[config.mk]
export PLATFORM = sky130hd
export DESIGN_NAME = dbg_jtag_dtm
export DESIGN_NICKNAME = d
export VERILOG_FILES = /design/src/rtl/dbg_jtag_dtm.sv
export SDC_FILE = /design/constraint.sdc
export NUM_CORES = 1
export LEC_CHECK = 0
export CAP_MARGIN = 5
export CORE_MARGIN = 2
export CORE_UTILIZATION = 54
export DETAILED_ROUTE_END_ITERATION = 6
export MAX_ROUTING_LAYER = met4
export PLACE_DENSITY_LB_ADDON = 0.25
export RECOVER_POWER = 100
export SYNTH_ARGS = -nofsm -noshare
export SYNTH_HDL_FRONTEND = slang
export SYNTH_SLANG_ARGS = --single-unit
[constraint.sdc]
create_clock -name clock -period 2.5 [get_ports clock]
set_input_delay 0.375 -clock clock [delete_from_list [all_inputs] [get_ports clock]]
set_output_delay 0.375 -clock clock [all_outputs]
set_load 0.005 [all_outputs]
[src/rtl/dbg_jtag_dtm.sv]
// RISC-V JTAG debug transport: 1149.1 TAP with IDCODE/DTMCS/DMI/BYPASS registers,
// turning DMI scans into valid/ready requests and collecting responses, all on TCK.
module dbg_jtag_dtm #(
    parameter int          ABITS      = 7,
    parameter logic [31:0] IDCODE_VAL = 32'h20000913,
    parameter int          IDLE_HINT  = 5
) (
    input  logic             clock,
    input  logic             reset_n,
    input  logic             tms,
    input  logic             tdi,
    output logic             tdo,
    output logic             tdo_en,
    output logic             dmi_req_valid,
    input  logic             dmi_req_ready,
    output logic [ABITS-1:0] dmi_req_addr,
    output logic [31:0]      dmi_req_data,
    output logic [1:0]       dmi_req_op,
    input  logic             dmi_resp_valid,
    output logic             dmi_resp_ready,
    input  logic [31:0]      dmi_resp_data,
    input  logic [1:0]       dmi_resp_resp,
    output logic             dmi_hard_reset
);

    localparam int         DRW         = ABITS + 34;
    localparam logic [2:0] IDLE_FIELD  = 3'(IDLE_HINT);
    localparam logic [5:0] ABITS_FIELD = 6'(ABITS);

    typedef enum logic [3:0] {
        ST_TLR, ST_RTI, ST_SEL_DR, ST_CAP_DR, ST_SHIFT_DR, ST_EXIT1_DR, ST_PAUSE_DR, ST_EXIT2_DR,
        ST_UPD_DR, ST_SEL_IR, ST_CAP_IR, ST_SHIFT_IR, ST_EXIT1_IR, ST_PAUSE_IR, ST_EXIT2_IR, ST_UPD_IR
    } tap_state_e;

    typedef enum logic [1:0] {
        SEL_BYPASS, SEL_IDCODE, SEL_DTMCS, SEL_DMI
    } dr_sel_e;

    function automatic tap_state_e tap_next(input tap_state_e cur, input logic m);
        case (cur)
            ST_TLR:      tap_next = m ? ST_TLR      : ST_RTI;
            ST_RTI:      tap_next = m ? ST_SEL_DR   : ST_RTI;
            ST_SEL_DR:   tap_next = m ? ST_SEL_IR   : ST_CAP_DR;
            ST_CAP_DR:   tap_next = m ? ST_EXIT1_DR : ST_SHIFT_DR;
            ST_SHIFT_DR: tap_next = m ? ST_EXIT1_DR : ST_SHIFT_DR;
            ST_EXIT1_DR: tap_next = m ? ST_UPD_DR   : ST_PAUSE_DR;
            ST_PAUSE_DR: tap_next = m ? ST_EXIT2_DR : ST_PAUSE_DR;
            ST_EXIT2_DR: tap_next = m ? ST_UPD_DR   : ST_SHIFT_DR;
            ST_UPD_DR:   tap_next = m ? ST_SEL_DR   : ST_RTI;
            ST_SEL_IR:   tap_next = m ? ST_TLR      : ST_CAP_IR;
            ST_CAP_IR:   tap_next = m ? ST_EXIT1_IR : ST_SHIFT_IR;
            ST_SHIFT_IR: tap_next = m ? ST_EXIT1_IR : ST_SHIFT_IR;
            ST_EXIT1_IR: tap_next = m ? ST_UPD_IR   : ST_PAUSE_IR;
            ST_PAUSE_IR: tap_next = m ? ST_EXIT2_IR : ST_PAUSE_IR;
            ST_EXIT2_IR: tap_next = m ? ST_UPD_IR   : ST_SHIFT_IR;
            ST_UPD_IR:   tap_next = m ? ST_SEL_DR   : ST_RTI;
            default:     tap_next = ST_TLR;
        endcase
    endfunction

    tap_state_e       state_r;
    logic [4:0]       ir_r;
    logic [4:0]       ir_shift_r;
    logic [DRW-1:0]   dr_r;
    logic             req_valid_r;
    logic [ABITS-1:0] req_addr_r;
    logic [31:0]      req_data_r;
    logic [1:0]       req_op_r;
    logic             resp_pending_r;
    logic [ABITS-1:0] last_addr_r;
    logic [31:0]      resp_data_r;
    logic [1:0]       sticky_r;
    logic             hard_reset_r;

    dr_sel_e          sel_s;
    logic             busy_s;
    logic [1:0]       dmi_status_s;
    logic [DRW-1:0]   dr_capture_s;
    logic [DRW-1:0]   dr_shift_s;

    // Instruction decode and the DMI busy/status view seen by capture and update.
    always_comb begin
        case (ir_r)
            5'h01:   sel_s = SEL_IDCODE;
            5'h10:   sel_s = SEL_DTMCS;
            5'h11:   sel_s = SEL_DMI;
            default: sel_s = SEL_BYPASS;
        endcase
        busy_s = req_valid_r | resp_pending_r;
        if (sticky_r != 2'd0) begin
            dmi_status_s = sticky_r;
        end else if (busy_s) begin
            dmi_status_s = 2'd3;
        end else begin
            dmi_status_s = 2'd0;
        end
    end

    // Capture values and the shift path; tdi enters at the MSB of the selected register.
    always_comb begin
        dr_shift_s = {1'b0, dr_r[DRW-1:1]};
        case (sel_s)
            SEL_IDCODE: begin
                dr_capture_s  = {{(DRW-32){1'b0}}, IDCODE_VAL[31:1], 1'b1};
                dr_shift_s[31] = tdi;
            end
            SEL_DTMCS: begin
                dr_capture_s  = {{(DRW-32){1'b0}}, 15'd0, IDLE_FIELD, sticky_r, ABITS_FIELD, 4'd1};
                dr_shift_s[31] = tdi;
            end
            SEL_DMI: begin
                dr_capture_s      = {last_addr_r, resp_data_r, dmi_status_s};
                dr_shift_s[DRW-1] = tdi;
            end
            default: begin
                dr_capture_s  = {DRW{1'b0}};
                dr_shift_s[0] = tdi;
            end
        endcase
    end

    // TAP controller state and instruction register.
    always_ff @(posedge clock or negedge reset_n) begin
        if (!reset_n) begin
            state_r    <= ST_TLR;
            ir_r       <= 5'h01;
            ir_shift_r <= 5'h00;
        end else begin
            state_r <= tap_next(state_r, tms);
            case (state_r)
                ST_TLR:      ir_r       <= 5'h01;
                ST_CAP_IR:   ir_shift_r <= 5'b00001;
                ST_SHIFT_IR: ir_shift_r <= {tdi, ir_shift_r[4:1]};
                ST_UPD_IR:   ir_r       <= ir_shift_r;
                default:     ir_r       <= ir_r;
            endcase
        end
    end

    // Shared data-register shift chain.
    always_ff @(posedge clock or negedge reset_n) begin
        if (!reset_n) begin
            dr_r <= {DRW{1'b0}};
        end else if (state_r == ST_CAP_DR) begin
            dr_r <= dr_capture_s;
        end else if (state_r == ST_SHIFT_DR) begin
            dr_r <= dr_shift_s;
        end else begin
            dr_r <= dr_r;
        end
    end

    // DMI handshake, response collection, sticky error and DTMCS control actions.
    always_ff @(posedge clock or negedge reset_n) begin
        if (!reset_n) begin
            req_valid_r    <= 1'b0;
            req_addr_r     <= {ABITS{1'b0}};
            req_data_r     <= 32'd0;
            req_op_r       <= 2'd0;
            resp_pending_r <= 1'b0;
            last_addr_r    <= {ABITS{1'b0}};
            resp_data_r    <= 32'd0;
            sticky_r       <= 2'd0;
            hard_reset_r   <= 1'b0;
        end else begin
            hard_reset_r <= 1'b0;
            if (req_valid_r && dmi_req_ready) begin
                req_valid_r    <= 1'b0;
                resp_pending_r <= 1'b1;
            end
            if (resp_pending_r && dmi_resp_valid) begin
                resp_pending_r <= 1'b0;
                resp_data_r    <= dmi_resp_data;
                if (dmi_resp_resp != 2'd0 && sticky_r == 2'd0) begin
                    sticky_r <= 2'd2;
                end
            end
            if (state_r == ST_CAP_DR && sel_s == SEL_DMI && sticky_r == 2'd0 && busy_s) begin
                sticky_r <= 2'd3;
            end
            if (state_r == ST_UPD_DR) begin
                case (sel_s)
                    SEL_DMI: begin
                        if (sticky_r != 2'd0) begin
                            sticky_r <= sticky_r;
                        end else if (busy_s) begin
                            sticky_r <= 2'd3;
                        end else if (dr_r[1:0] == 2'd1 || dr_r[1:0] == 2'd2) begin
                            req_valid_r <= 1'b1;
                            req_addr_r  <= dr_r[DRW-1:34];
                            req_data_r  <= dr_r[33:2];
                            req_op_r    <= dr_r[1:0];
                            last_addr_r <= dr_r[DRW-1:34];
                        end
                    end
                    SEL_DTMCS: begin
                        // Hard reset abandons any outstanding transaction outright.
                        if (dr_r[17]) begin
                            hard_reset_r   <= 1'b1;
                            req_valid_r    <= 1'b0;
                            resp_pending_r <= 1'b0;
                            sticky_r       <= 2'd0;
                        end else if (dr_r[16]) begin
                            sticky_r <= 2'd0;
                        end
                    end
                    default: hard_reset_r <= 1'b0;
                endcase
            end
        end
    end

    assign tdo            = (state_r == ST_SHIFT_IR) ? ir_shift_r[0] : dr_r[0];
    assign tdo_en         = (state_r == ST_SHIFT_IR) || (state_r == ST_SHIFT_DR);
    assign dmi_req_valid  = req_valid_r;
    assign dmi_req_addr   = req_addr_r;
    assign dmi_req_data   = req_data_r;
    assign dmi_req_op     = req_op_r;
    assign dmi_resp_ready = resp_pending_r;
    assign dmi_hard_reset = hard_reset_r;

endmodule

==> impl_metrics.json <==
{
  "outcome": "finished, final reports clean",
  "drv.max_cap_violation_count": 0,
  "cts_made_buffers": 17,
  "synth_xor_area_share_pct": 0.297,
  "timing.critical_path.required_ns": 2.89,
  "synth_warnings": 0,
  "tritoncts_clock_tree": "yes",
  "critical_path.n_buffers_inverters": 1,
  "critical_path_class": "reg -> reg",
  "global_route.overflow_total": 0,
  "yosysTopAreaCellShare_pct": 56.1,
  "synth_edf_count": 0,
  "syn-num-nets": 539,
  "synth_simple_gate_area_share_pct": 10.8,
  "drt_wl_total_um": 12900,
  "die_x_um": 108,
  "final_antenna_net_count": 0,
  "post_synth.cell_area_avg_um2": 11.8,
  "final_cell_area_mm2": 0.00747,
  "most_used_standard_cell_by_instance_count_after_synthesis": "dfrtp_1",
  "cts.clk_slew.worst_paths_ns": 0.06,
  "post_drt_via_cell_ratio": 5.69,
  "tightest_slew_ns": 1.30,
  "async_flop_share_pct": 100,
  "multiInputGateArea_mm2": 0.00235,
  "dp_hpwl_um": 8290,
  "post-synth-top-area-cell": "dfrtp_1",
  "hold_path.class": "in -> reg",
  "largest_net_degree_at_the_start_of_global_routing": 84,
  "fill_cells": 789,
  "seq_area_frac_synth_pct": 56.5,
  "most_used_flip_flop_cell_after_synthesis": "dfrtp_1",
  "syn_inst": 499,
  "critical_path.cell_chain": "or4b_1 > nor4_4 > and2_4 > clkbuf_4 > mux2_2",
  "critPathMaxStageDelay_ns": 0.61,
  "grt_pass1_vias": 4279,
  "post-cts-setup-buffers": 0,
  "dieHeight_um": 108,
  "worst_path_max_delay_cell": "or4b_1",
  "power-per-cell-area_mw_per_mm2": 949,
  "max-clock-path-buffers": 2,
  "synth.distinct_cells": 50,
  "unrepaired_setup_endpoints_after_global_routing": "no",
  "synthMuxAreaShare_pct": 19.5,
  "design.portCount": 86,
  "final.setup.tns_ns": 0,
  "number_of_clock_sinks": 133,
  "max-slew-margin-rel_pct": 13.6,
  "clock-root-buffer": "clkbuf_8",
  "layout.area.seq_mm2": 0.00333,
  "total_leakage_power_nw": 3.72,
  "post_route_cells_drive_above_1_share_pct": 20.1,
  "row_count": 38,
  "critical-path-top-delay-family": "simple AND/OR/NAND/NOR gates",
  "finClkSkew_ns": 0.0103,
  "synth.cells.most_frequent": "dfrtp_1 (132), mux2_2 (62), o21ai_0 (50)",
  "synth_area_mm2": 0.00589,
  "final_setup_viols": 0,
  "floorplan.initialDensity_pct": 54.8,
  "grt_first_pass_wirelength_um": 21100,
  "antenna_cells": 0,
  "post_dp_cell_area_mm2": 0.00696,
  "routed-via-count": 4192,
  "cp_max_fo": 17,
  "max_freq_ghz": 0.411,
  "number_of_antenna_violations_at_the_first_check_in_global_routing": 0,
  "io_buffers": 85,
  "globalplace.congestion": 0.802,
  "setup.worst_path.end_class": "flip-flop",
  "cp.arrival_ns": 2.83,
  "synth_top_cells_by_area": "dfrtp_1 (56%), mux2_2 (12%), mux2i_1 (5.1%)",
  "track_usage_pct": 24.1,
  "arithmetic_cell_share_of_the_synthesized_area_counting_full_adders_half_adders_and_majority_gates_pct": 0,
  "drt_pass1_iterations": 5,
  "max-vdd-ir-drop_uv": 569,
  "clk-insertion-delay-late_ns": 0.52,
  "hold_viol": 0,
  "drt_iter0_drc": 224,
  "design.die.area_mm2": 0.0118,
  "nets": 625,
  "detail_route.drc_violations": 0,
  "synth_compound_area_share_pct": 9.64,
  "routedWlPerCell_um": 17.5,
  "worst_setup_path_start_kind": "flip-flop",
  "core_mm2": 0.0107,
  "report.final.slew_viol_count": 0,
  "min_period_over_period_pct": 97.3,
  "yosys_reg_bits": 133,
  "synth_top_family_by_area": "multiplexers",
  "finalCriticalPeriod_ns": 2.43,
  "layout-area-overhead-vs-synth_pct": 26.8,
  "ctsHtreeMaxLevel": 4
}
[cell usage in the layout, fill, tap and decap left out, drive strengths merged, types with 3 or more instances in the layout]
master / count
dfrtp: 132
mux2: 72
o21ai: 50
dlygate4sd3: 45
clkdlybuf4s50: 39
nand3: 32
mux2i: 30
nand2: 29
clkbuf: 25
a21oi: 24
nor2: 18
buf: 11
nor3: 10
inv: 10
and3: 6
nand2b: 5
nor2b: 4
a31oi: 4
o22ai: 4
clkinvlp: 4
o211ai: 3
bufinv: 3
clkinv: 3
[layout make-up]
class	instances	area share, %
inverters	6	0.302
clock inverters	14	2.38
well taps	140	2.35
clock buffers	17	5.55
repair buffers	103	13.4
flip-flops and latches	133	44.6
multi-input cells	324	31.5
[path summary, 6_finish.rpt]
path | depth (start not counted) | start | slack (ns) | endpoint
min in group asynchronous | 2 | reset_n | 0.67 | dr_r[38]
max reg2reg | 5 | state_r[2] | 0.07 | dmi_req_data[6]
max in group asynchronous | 3 | reset_n | 0.49 | dr_r[22]
max | 5 | state_r[2] | 0.07 | dmi_req_data[6]
min | 2 | dmi_resp_valid | 0.46 | dmi_resp_ready
min reg2reg | 1 | dmi_req_data[30] | 0.48 | dmi_req_data[30]
[power by group]
part	internal [W]	switching (W)	leakage [nW]	total (W)
Sequential	0.00261	0.000352	1.80	0.00296
Clock	0.00152	0.000945	0.278	0.00247
Combinational	0.000793	0.000859	1.64	0.00165
[cell families (layout without fill, tap and decap cells)]
logic type	count (synthesis)	count (layout)
buffers and inverters	42	140
XOR/XNOR	2	2
flip-flops	133	133
AO/OA/AOI/OAI	100	100
AND/OR/NAND/NOR	120	120
multiplexers	102	102
[state kept, by name, summed over array words and instances (netlist names)]
signal / flops
dmi_req_op: 2
dmi_req_valid: 1
ir_shift_r: 5
state_r: 4
dr_r: 41
resp_data_r: 32
last_addr_r: 7
sticky_r: 2
dmi_req_data: 32
dmi_resp_ready: 1
dmi_hard_reset: 1
ir_r: 5
[metrics by stage]
step / hold WS, ns / worst slack (ns) / total power (W) / utilization [%] / cells
2_1_floorplan: 0.0794 / 0.326 / 0.00404 / - / 499
3_3_place_gp: 0.350 / 0.315 / 0.00457 / 64.7 / 705
3_5_place_dp: 0.353 / 0.288 / 0.00466 / 64.7 / 705
4_1_cts: 0.378 / 0.0336 / 0.00715 / 70.3 / 737
5_1_grt: 0.439 / 0.0123 / 0.00746 / 69.5 / 737
6_report: 0.457 / 0.0676 / 0.00708 / 69.5 / 737
[layer usage]
layer / wire [um] / global-route usage (%)
met1: 5610 / 30.7
met2: 6630 / 38.7
met3: 544 / 5.85
met4: 112 / 6.87
met5: 0 / -
[repair_timing]
action	in CTS	in global routing
gates resized for setup	1	4
endpoints found under the setup margin	1	2
endpoints found under the hold margin	49	0
hold buffers	1	0
Power figures use the tool's default switching activity.
